$ cat config.mk
export PLATFORM = sky130hd
export DESIGN_NAME = variable_table_loader
export DESIGN_NICKNAME = d
export VERILOG_FILES = /design/src/rtl/sat_pkg.sv /design/src/rtl/vt_loader_shifter.sv /design/src/rtl/variable_table_loader.sv
export SDC_FILE = /design/constraint.sdc
export NUM_CORES = 1
export LEC_CHECK = 0
export CAP_MARGIN = 20
export CORE_MARGIN = 8
export CORE_UTILIZATION = 57
export CTS_BUF_LIST = sky130_fd_sc_hd__clkbuf_4
export DETAILED_ROUTE_END_ITERATION = 8
export PLACE_DENSITY = 0.83
export SYNTH_ARGS = -nofsm -noshare
export SYNTH_HDL_FRONTEND = slang
export SYNTH_SLANG_ARGS = --single-unit
export TNS_END_PERCENT = 20
$ cat constraint.sdc
create_clock -name clk_i -period 5.6 [get_ports clk_i]
set_input_delay 0.56 -clock clk_i [delete_from_list [all_inputs] [get_ports clk_i]]
set_output_delay 0.56 -clock clk_i [all_outputs]
set_load 0.005 [all_outputs]
$ cat src/rtl/sat_pkg.sv
// Shared definitions for the variable-table cluster.
// Contents:
//   VT_ADDR_W_DEFAULT - default variable address width, shared with the cluster
//   VT_WORD_W_DEFAULT - host word width used by the loader
//   vt_state_e        - loader FSM state encoding (IDLE, LOAD, CLEAR, DONE)
package sat_pkg;

  localparam int VT_ADDR_W_DEFAULT = 11;
  localparam int VT_WORD_W_DEFAULT = 32;

  typedef enum logic [1:0] {
    ST_IDLE  = 2'd0,
    ST_LOAD  = 2'd1,
    ST_CLEAR = 2'd2,
    ST_DONE  = 2'd3
  } vt_state_e;

endpackage

$ cat src/rtl/vt_loader_shifter.sv
// Word shift register and bit counter for the variable-table loader.
// A load captures a host word and the number of its bits still to be
// written. Each shift drops the LSB and decrements the counter.
// Ports:
//   clk_i, rst_i   clock, synchronous active-high reset
//   load_i         capture word_i / count_i (wins over shift_i)
//   shift_i        consume the current LSB
//   word_i         host word
//   count_i        number of valid bits in word_i
//   lsb_o          bit to be written this cycle
//   empty_o        no bits remaining
//   last_o         exactly one bit remaining
module vt_loader_shifter
  import sat_pkg::*;
#(
  parameter int WORD_WIDTH = VT_WORD_W_DEFAULT,
  parameter int CNT_WIDTH  = $clog2(WORD_WIDTH + 1)
) (
  input  logic                  clk_i,
  input  logic                  rst_i,
  input  logic                  load_i,
  input  logic                  shift_i,
  input  logic [WORD_WIDTH-1:0] word_i,
  input  logic [CNT_WIDTH-1:0]  count_i,
  output logic                  lsb_o,
  output logic                  empty_o,
  output logic                  last_o
);

  localparam logic [CNT_WIDTH-1:0] CNT_ONE = CNT_WIDTH'(1);

  logic [WORD_WIDTH-1:0] sr_q, sr_d;
  logic [CNT_WIDTH-1:0]  cnt_q, cnt_d;

  // Next-state of shift register and counter; a load replaces the word whose
  // last bit is being consumed in the same cycle.
  always_comb begin
    sr_d  = sr_q;
    cnt_d = cnt_q;
    if (load_i) begin
      sr_d  = word_i;
      cnt_d = count_i;
    end else if (shift_i && (cnt_q != '0)) begin
      sr_d  = sr_q >> 1;
      cnt_d = cnt_q - CNT_ONE;
    end else begin
      sr_d  = sr_q;
      cnt_d = cnt_q;
    end
  end

  // Shift register and bit counter state.
  always_ff @(posedge clk_i) begin
    if (rst_i) begin
      sr_q  <= '0;
      cnt_q <= '0;
    end else begin
      sr_q  <= sr_d;
      cnt_q <= cnt_d;
    end
  end

  assign lsb_o   = sr_q[0];
  assign empty_o = (cnt_q == '0);
  assign last_o  = (cnt_q == CNT_ONE);

endmodule

$ cat src/rtl/variable_table_loader.sv
// Host-side initiator that fills variables 0..num_vars-1 of every table in
// the cluster, one bit per cycle, from packed host words (LSB first).
// Optional build macro: VT_LOADER_CLEAR_EN - after the last loaded variable,
// zero-fill addresses num_vars..2^VARIABLE_ADDRESS_WIDTH-1 before DONE.
// Ports:
//   clk_i, rst_i      clock, synchronous active-high reset
//   start_i           begin a load (sampled in IDLE only)
//   num_vars_i        variables to write, clamped to 2^VARIABLE_ADDRESS_WIDTH
//   s_valid_i/s_ready_o/s_data_i  host word stream
//   busy_o            high while loading (or clearing)
//   done_o            one-cycle pulse after the final write
//   axi_en_o/axi_wr_en_o/axi_addr_o/axi_data_o  broadcast write port
module variable_table_loader
  import sat_pkg::*;
#(
  parameter int VARIABLE_ADDRESS_WIDTH = VT_ADDR_W_DEFAULT,
  parameter int WORD_WIDTH             = VT_WORD_W_DEFAULT
) (
  input  logic                              clk_i,
  input  logic                              rst_i,
  input  logic                              start_i,
  input  logic [VARIABLE_ADDRESS_WIDTH:0]   num_vars_i,
  input  logic                              s_valid_i,
  output logic                              s_ready_o,
  input  logic [WORD_WIDTH-1:0]             s_data_i,
  output logic                              busy_o,
  output logic                              done_o,
  output logic                              axi_en_o,
  output logic                              axi_wr_en_o,
  output logic [VARIABLE_ADDRESS_WIDTH-1:0] axi_addr_o,
  output logic                              axi_data_o
);

  localparam int CW = VARIABLE_ADDRESS_WIDTH + 1;
  localparam int BW = $clog2(WORD_WIDTH + 1);
  // Address counter is one bit wider so a full table ends at FULL, not 0.
  localparam logic [CW-1:0] FULL     = {1'b1, {VARIABLE_ADDRESS_WIDTH{1'b0}}};
  localparam logic [CW-1:0] WORD_CNT = CW'(WORD_WIDTH);
  localparam logic [CW-1:0] ONE      = CW'(1);

  vt_state_e state_q, state_d;
  logic [CW-1:0] addr_q, addr_d, nvars_q, nvars_d;
  logic [CW-1:0] rem_s, nvars_clamped_s;
  logic [BW-1:0] count_s;
  logic          lsb_s, empty_s, last_s, accept_s;
  logic          wr_s, wr_data_s, shift_s;

  logic                              axi_en_q, axi_data_q, busy_q, done_q;
  logic [VARIABLE_ADDRESS_WIDTH-1:0] axi_addr_q;

  // Variables not yet captured into the shifter. Only meaningful when the
  // shifter holds at most one bit, which is exactly when a word may be taken.
  assign rem_s           = nvars_q - addr_q - {{(CW-1){1'b0}}, last_s};
  assign count_s         = (rem_s >= WORD_CNT) ? BW'(WORD_WIDTH) : BW'(rem_s);
  assign nvars_clamped_s = (num_vars_i > FULL) ? FULL : num_vars_i;
  assign s_ready_o       = (state_q == ST_LOAD) && (rem_s != '0) && (empty_s || last_s);
  assign accept_s        = s_ready_o && s_valid_i;

  vt_loader_shifter #(
    .WORD_WIDTH (WORD_WIDTH),
    .CNT_WIDTH  (BW)
  ) u_shifter (
    .clk_i   (clk_i),
    .rst_i   (rst_i),
    .load_i  (accept_s),
    .shift_i (shift_s),
    .word_i  (s_data_i),
    .count_i (count_s),
    .lsb_o   (lsb_s),
    .empty_o (empty_s),
    .last_o  (last_s)
  );

  // FSM next state, address counter and write issue decision.
  always_comb begin
    state_d   = state_q;
    addr_d    = addr_q;
    nvars_d   = nvars_q;
    wr_s      = 1'b0;
    wr_data_s = 1'b0;
    shift_s   = 1'b0;
    case (state_q)
      ST_IDLE: begin
        if (start_i) begin
          addr_d  = '0;
          nvars_d = nvars_clamped_s;
          state_d = (num_vars_i == '0) ? ST_DONE : ST_LOAD;
        end else begin
          state_d = ST_IDLE;
        end
      end
      ST_LOAD: begin
        if (!empty_s) begin
          wr_s      = 1'b1;
          wr_data_s = lsb_s;
          shift_s   = 1'b1;
          addr_d    = addr_q + ONE;
        end else if (rem_s == '0) begin
          // All variables written; the last write is on the port this cycle.
`ifdef VT_LOADER_CLEAR_EN
          state_d = (addr_q == FULL) ? ST_DONE : ST_CLEAR;
`else
          state_d = ST_DONE;
`endif
        end else begin
          state_d = ST_LOAD;
        end
      end
`ifdef VT_LOADER_CLEAR_EN
      ST_CLEAR: begin
        if (addr_q == FULL) begin
          state_d = ST_DONE;
        end else begin
          wr_s   = 1'b1;
          addr_d = addr_q + ONE;
        end
      end
`endif
      ST_DONE: begin
        state_d = ST_IDLE;
      end
      default: begin
        state_d = ST_IDLE;
      end
    endcase
  end

  // State, counters and registered outputs.
  always_ff @(posedge clk_i) begin
    if (rst_i) begin
      state_q    <= ST_IDLE;
      addr_q     <= '0;
      nvars_q    <= '0;
      axi_en_q   <= 1'b0;
      axi_data_q <= 1'b0;
      axi_addr_q <= '0;
      busy_q     <= 1'b0;
      done_q     <= 1'b0;
    end else begin
      state_q    <= state_d;
      addr_q     <= addr_d;
      nvars_q    <= nvars_d;
      axi_en_q   <= wr_s;
      axi_data_q <= wr_data_s;
      // Address holds across stalls.
      if (wr_s) begin
        axi_addr_q <= addr_q[VARIABLE_ADDRESS_WIDTH-1:0];
      end else begin
        axi_addr_q <= axi_addr_q;
      end
      busy_q <= (state_d == ST_LOAD) || (state_d == ST_CLEAR);
      done_q <= (state_d == ST_DONE);
    end
  end

  assign axi_en_o    = axi_en_q;
  assign axi_wr_en_o = axi_en_q;
  assign axi_addr_o  = axi_addr_q;
  assign axi_data_o  = axi_data_q;
  assign busy_o      = busy_q;
  assign done_o      = done_q;

endmodule

# --- After elaboration in Yosys (flattened, before gate mapping) ---
# Cells that the tools add are included.
totals:
  wordCells: 57
  in_bits: 48
  reg_bits: 79
op_classes:
  magnitude_cmp: 2
  eq_ne: 7
  n_bitwise: 1
  n_mux: 16
  reduce_logical: 17
  addsub: 4
ops:
  columns: ["op", "n"]
  rows:
  - ["two-way mux 32 bit", 2]
  - ["two-way mux 12 bit", 3]
  - ["zero test 12 bit", 2]
  - ["case mux 12 bit (2 select lines)", 1]
  - ["two-way mux 6 bit", 3]
  - ["adder 12 x 1 -> 12 bit (second input constant)", 1]
  - [">= comparator 12 x 6 -> 1 bit (second input constant)", 1]
  - ["greater-than comparator 12 bit (second input constant)", 1]
  - ["nonzero test 12 bit", 1]
  - ["subtractor 12 x 1 -> 12 bit", 1]
  - ["subtractor 12 bit", 1]
  - ["two-way mux 2 bit", 4]
  - ["== test 6 x 1 -> 1 bit (second input constant)", 1]
  - ["zero test 6 bit", 1]
  - ["nonzero test 6 bit", 1]
  - ["subtractor 6 x 1 -> 6 bit (second input constant)", 1]
  - ["== test 2 x 1 -> 1 bit (second input constant)", 2]
  - ["== test 2 bit (second input constant)", 2]
  - ["logical AND 1 bit", 4]
  - ["inequality test 2 bit (second input constant)", 2]
  - ["case mux 2 bit (2 select lines)", 1]
  - ["nonzero test 2 bit", 2]
  - ["AND reduction 3 bit", 1]
  - ["OR reduction 3 bit", 1]
  - ["other kinds (5)", 7]

# --- Logic depth before layout (Yosys ltp) ---
logic_depth:
  ltp_word: 8
  ltp_mapped: 17
  ltp_nobuf: 16

# --- Modules after synthesis ---
# From an unflattened synthesis, not the netlist that was laid out.
hier_totals:
  hier_cells: 539
  hier_area_um2: 4340.4
modules_own_cells:
  columns: ["module", "area_per_inst_um2", "n_inst", "seq_area_each_um2", "cells_per_inst"]
  rows:
  - ["variable_table_loader", 2539.9, 1, 820.8, 315]
  - ["vt_loader_shifter", 1800.5, 1, 760.7, 224]

# --- Least setup slack after synthesis ---
# No wires, ideal clock.
synth_path:
  path_type: "register to register"
  from: "reg u_shifter.cnt_q[2]"
  to: "reg u_shifter.sr_q[10]"
  slack_ns: 1.379
  t_required_ns: 5.479
  stages_incl_launch_ff: 17
  path_buffers: 2
  synth_period_minus_slack_ns: 4.221
  arrival_time_ns: 4.099
  path_cell_list: "dfxtp_1 nor4_1 nand2_1 fa_1 inv_1 ha_1 or2_2 fa_1 nand2b_1 a31o_1 a2111o_1 o211ai_1 nor4_4 a21oi_2 buf_6 buf_6 mux2_4"
synth_between:
  elab_chain_cells: 7
  word_cells_on_any_way: 14
  classes_between: "add/sub (1); eq/ne (1); mux (3); reduce/logical (9)"
synth_lines:
  columns: ["element", "line_no", "text"]
  rows:
  - ["start: declaration", "vt_loader_shifter.sv:33", "logic [CNT_WIDTH-1:0] cnt_q, cnt_d;"]
  - ["start signal: assignment", "vt_loader_shifter.sv:59", "cnt_q <= cnt_d;"]
  - ["== test 6 x 1 -> 1 bit", "vt_loader_shifter.sv:65", "assign last_o = (cnt_q == CNT_ONE);"]
  - ["subtractor 12 x 1 -> 12 bit", "variable_table_loader.sv:53", "assign rem_s = nvars_q - addr_q - {{(CW-1){1'b0}}, last_s};"]
  - ["nonzero test 12 bit", "variable_table_loader.sv:56", "assign s_ready_o = (state_q == ST_LOAD) && (rem_s != '0) && (empty_s || last_s);"]
  - ["logical AND 1 bit (2 in series)", "variable_table_loader.sv:56", null]
  - ["logical AND 1 bit", "variable_table_loader.sv:57", "assign accept_s = s_ready_o && s_valid_i;"]
  - ["two-way mux 32 bit or nonzero test 2 bit (tied branches)", null, null]
  - ["end signal: assignment", "vt_loader_shifter.sv:58", "sr_q <= sr_d;"]
  - ["end: declaration", "vt_loader_shifter.sv:32", "logic [WORD_WIDTH-1:0] sr_q, sr_d;"]
# Parallel ways exist; a longest one is shown, timed or not.
# A chain may end at the register's enable or synchronous reset.

# --- Final worst setup path ---
layout_path:
  from: "reg u_shifter.cnt_q[2]"
  to: "out s_ready_o"
layout_between:
  elab_chain_cells: 5
  word_cells_on_any_way: 7
  classes_between: "add/sub (1); eq/ne (1); reduce/logical (5)"
layout_lines:
  columns: ["element", "line_no", "text"]
  rows:
  - ["== test 6 x 1 -> 1 bit", "vt_loader_shifter.sv:65", null]
  - ["subtractor 12 x 1 -> 12 bit", "variable_table_loader.sv:53", null]
  - ["nonzero test 12 bit", "variable_table_loader.sv:56", null]
  - ["logical AND 1 bit", "variable_table_loader.sv:56", null]
  - ["logical AND 1 bit (*)", "variable_table_loader.sv:56", null]
  - ["end: declaration", "variable_table_loader.sv:24", "output logic s_ready_o,"]
# Every way passes the cells marked *; elsewhere a longest branch is shown, timed or not.

==> summary.md <==
| Metric | Value |
|---|---|
| Diode count | `0` |
| Routability congestion estimate | `0.832` |
| Root Buffer | `clkbuf_4` |
| 1st-iter DRT viols | `162` |
| Critical path class | `flop to primary output` |
| Seq. cell area | `1580 um^2` |
| Starting density of the core | `58.3%` |
| R2R Setup Slk | `1.13 ns` |
| CP max-delay cell | `nor4_4` |
| Final WL | `9800 um` |
| Share of layout cells above drive strength 1 | `11.2%` |
| Status | `completed` |
| Hold Path Class | `flop to flop` |
| Non-filler cells, final | `684` |
| Nets@finish | `~650` |
| Crit path time final | `about 5.3 ns` |
| PD cells | `between 300 and 400 nW/um^2` |
| Top_reg_cell synth | `dfxtp_1` |
| Slew @ Worst Pin | `0.966 ns` |
| Antenna violations before repair | `0` |
| Clock buffer depth | `2` |
| Via density | `between 5 and 6` |
| Slew headroom | `35.2%` |
| Clock latency on the worst-skew pair | `between 0.4 and 0.5 ns` |
| Die span in x | `104 um` |
| Post-synthesis average cell area | `8.48 um^2` |
| Final Skew | `roughly 0.025 ns` |
| Leakage | `0.00204 uW` |
| Crit-path leading delay family | `simple AND/OR/NAND/NOR gates` |
| Hold buffers post-CTS | `0` |
| Post-route ant nets | `0` |
| H-tree levels | `3` |
| Final Hold Viols | `0` |
| Mapped Nets | `601` |
| Synth cell types | `51` |
| Fin Setup TNS | `0 ns` |
| Worst Path Max Fanout | `9` |
| Area growth, synth to finish | `19.4%` |
| Row count | `32` |
| Fillcell total | `roughly 630` |
| Post-layout util | `a little over two thirds` |
| Tot GR Track Use | `18.3%` |
| Crit-path cells | `nor4_1, buf_4, nand2_1, fa_1, inv_1, ha_1, or2_2, fa_1, nand2b_1, a31o_1, a21oi_1, o211ai_1, nor4_4, a21oi_1, clkdlybuf4s50_1` |
| Max rail drop VDD | `between 0.15 and 0.2 mV` |
| Placed cells | `668` |
| Maximum number of pins on one net before global-route repair | `100` |
| CP Capture Type | `primary output` |
| Number of enable flip-flop cells after synthesis | `0` |
| Port-buffer cells | `64` |
| Quantity of gates resized following cts | `0` |
| TritonCTS sink count | `79` |
| WL/cell | `14.3 um` |
| Max_cap viols | `0` |
| Inserted Clock Buffers | `9` |
| Highest Clock Rate | `0.190 GHz` |
| Min Hold Slack | `about 0.46 ns` |
| Post-route DRC | `0` |
| Core area | `7650 um^2` |
| Max stage delay on crit path | `about 0.53 ns` |
| GRT Residual Overflow | `0` |
| Multi-input logic area | `2650 um^2` |
| Post-synth ARST share | `0%` |
| Final setup fails | `0` |
| CP bufs+invs | `3` |
| Register area share after synthesis | `35.5%` |
| Post-DP HPWL | `7090 um` |
| Worst path arrival time | `4.70 ns` |
| CP Data Required Time | `5.04 ns` |
| Slew Viols, Final | `0` |
| Drt pass-1 iters | `5` |
| DIE AREA | `about 11000 um^2` |
| Syn Inst Count | `~530` |
| Final period util | `93.9%` |
| Die Y | `104 um` |
| Post-synthesis cell area | `4460 um^2` |
| I/O pin cnt | `65` |
| Via count of the first global-routing pass | `about 3600` |
| Routed vias | `3674` |
| #FFs+latches synth | `79` |
| CTS clk-pin slew, worst paths | `0.13 ns` |
| Crit path launch type | `flop` |
| YS warnings | `0` |
| First-pass GRT wire length | `around 17000 um` |
| CTS tree | `built` |
| RSZ-0062 raised after global routing | `false` |
## per-layer routing
layer	up-vias	track usage (%)	part of all wire [%]
met3	18	5.08	4.8
met1	1713	21.3	43
met4	0	6.51	1.8
met2	82	31.2	51
met5	-	0	0
li1	1861	-	-
## registers in the layout, indices dropped and copies added (netlist names), 2 cells and up
signal,count
u_shifter.sr_q,32
addr_q,12
state_q,2
u_shifter.cnt_q,6
nvars_q,12
axi_addr_o,11
## area by class of cell
cell class,count,share of cell area (%)
inverters,30,2.12
clock buffers,10,1.41
clock inverters,6,1.74
well taps,102,2.40
repair buffers,69,12.9
flip-flops and latches,79,29.7
multi-input cells,388,49.8
## report_power, final
group	total [uW]	leakage (uW)	internal, uW	switching, uW
Clock	397	0.0000905	190	206
Combinational	741	0.00131	335	406
Sequential	677	0.000641	632	44.8
## cell usage after synthesis, types with 2 or more instances
| library cell | count | area [um^2] |
|---|---|---|
| nand4_1 | 2 | 12.5 |
| mux2i_1 | 3 | 30.0 |
| buf_1 | 3 | 11.3 |
| a21oi_1 | 52 | 260 |
| a22o_1 | 2 | 17.5 |
| and2_1 | 2 | 12.5 |
| nand3_1 | 6 | 30.0 |
| and4_1 | 3 | 26.3 |
| nand2b_1 | 6 | 37.5 |
| xnor2_1 | 7 | 61.3 |
| nor2_1 | 24 | 90.1 |
| nor4_1 | 4 | 25.0 |
| a31oi_1 | 2 | 12.5 |
| nand3b_1 | 3 | 22.5 |
| o211ai_1 | 2 | 15.0 |
| mux2_2 | 19 | 214 |
| and3b_1 | 5 | 43.8 |
| xor2_1 | 16 | 140 |
| fa_1 | 2 | 40.0 |
| nor3_1 | 6 | 30.0 |
| dfxtp_1 | 79 | 1580 |
| a211oi_1 | 4 | 30.0 |
| or3_1 | 4 | 25.0 |
| buf_6 | 3 | 33.8 |
| clkbuf_1 | 21 | 78.8 |
| nor2b_1 | 35 | 219 |
| and3_1 | 2 | 12.5 |
| inv_1 | 30 | 113 |
| nor3b_1 | 2 | 15.0 |
| ha_1 | 25 | 313 |
| mux2_4 | 17 | 255 |
| nand2_1 | 104 | 390 |
| a21o_1 | 3 | 22.5 |
| o21ai_0 | 11 | 55.1 |
## worst reg2reg max path: stages, from the launching register on
cell	delay, ns
dfxtp_1	0.36
nor4_1	0.27
buf_4	0.19
nand2_1	0.07
fa_1	0.51
inv_1	0.05
ha_1	0.18
or2_2	0.29
fa_1	0.42
nand2b_1	0.21
a31o_1	0.29
a2111o_1	0.42
o211ai_1	0.15
nor4_4	0.12
a21oi_4	0.18
buf_12	0.27
mux2_2	0.39
## cell families (layout without fill, tap and decap cells)
kind of cell / count (synthesis) / count (layout) / synth area share [%]
AND/OR/NAND/NOR: 211 / 211 / 23.2
flip-flops: 79 / 79 / 35.5
adder cells (fa/ha/maj): 27 / 27 / 7.91
buffers and inverters: 59 / 115 / 5.58
XOR/XNOR: 24 / 24 / 5.05
multiplexers: 39 / 39 / 11.2
AO/OA/AOI/OAI: 87 / 87 / 11.6
## per-stage QoR
step | cell area [um^2] | total power, uW | setup WS [ns]
6_report | 5320 | 1820 | 0.339
5_1_grt | 5320 | 1940 | 0.0637
4_1_cts | 5320 | 1830 | 0.262
3_5_place_dp | 5160 | 1430 | 0.771
3_3_place_gp | 5160 | 1400 | 0.898
2_1_floorplan | 4460 | 1230 | 1.38
## worst paths after layout
kind                 startpoint           endpoint  depth (start not counted)
max reg2reg  u_shifter.cnt_q[2]  u_shifter.sr_q[0]                         16
max          u_shifter.cnt_q[2]          s_ready_o                         15
min           u_shifter.sr_q[0]         axi_data_o                          1
min reg2reg   u_shifter.sr_q[0]         axi_data_o                          1
## placed cells by master (no fill, tap or decap), drive strengths merged, types with 3 or more instances in the layout
cell	n
dfxtp	79
or3	4
clkbuf	10
nand3b	3
a21o	3
a21oi	53
inv	32
nand3	6
ha	25
nor2b	35
mux2	36
nor2	24
nand2	104
o21ai	12
buf	6
mux2i	3
nor3	6
nor4	5
nand2b	6
xor2	16
xnor2	7
and3b	5
clkdlybuf4s50	63
and4	3
a211oi	4
## repair_timing
action / 4_1_cts / 5_1_grt
endpoints found under the setup margin: 0 / 1
hold endpoints to repair: 0 / 0
setup buffers: 0 / 0
Power figures use the tool's default switching activity.
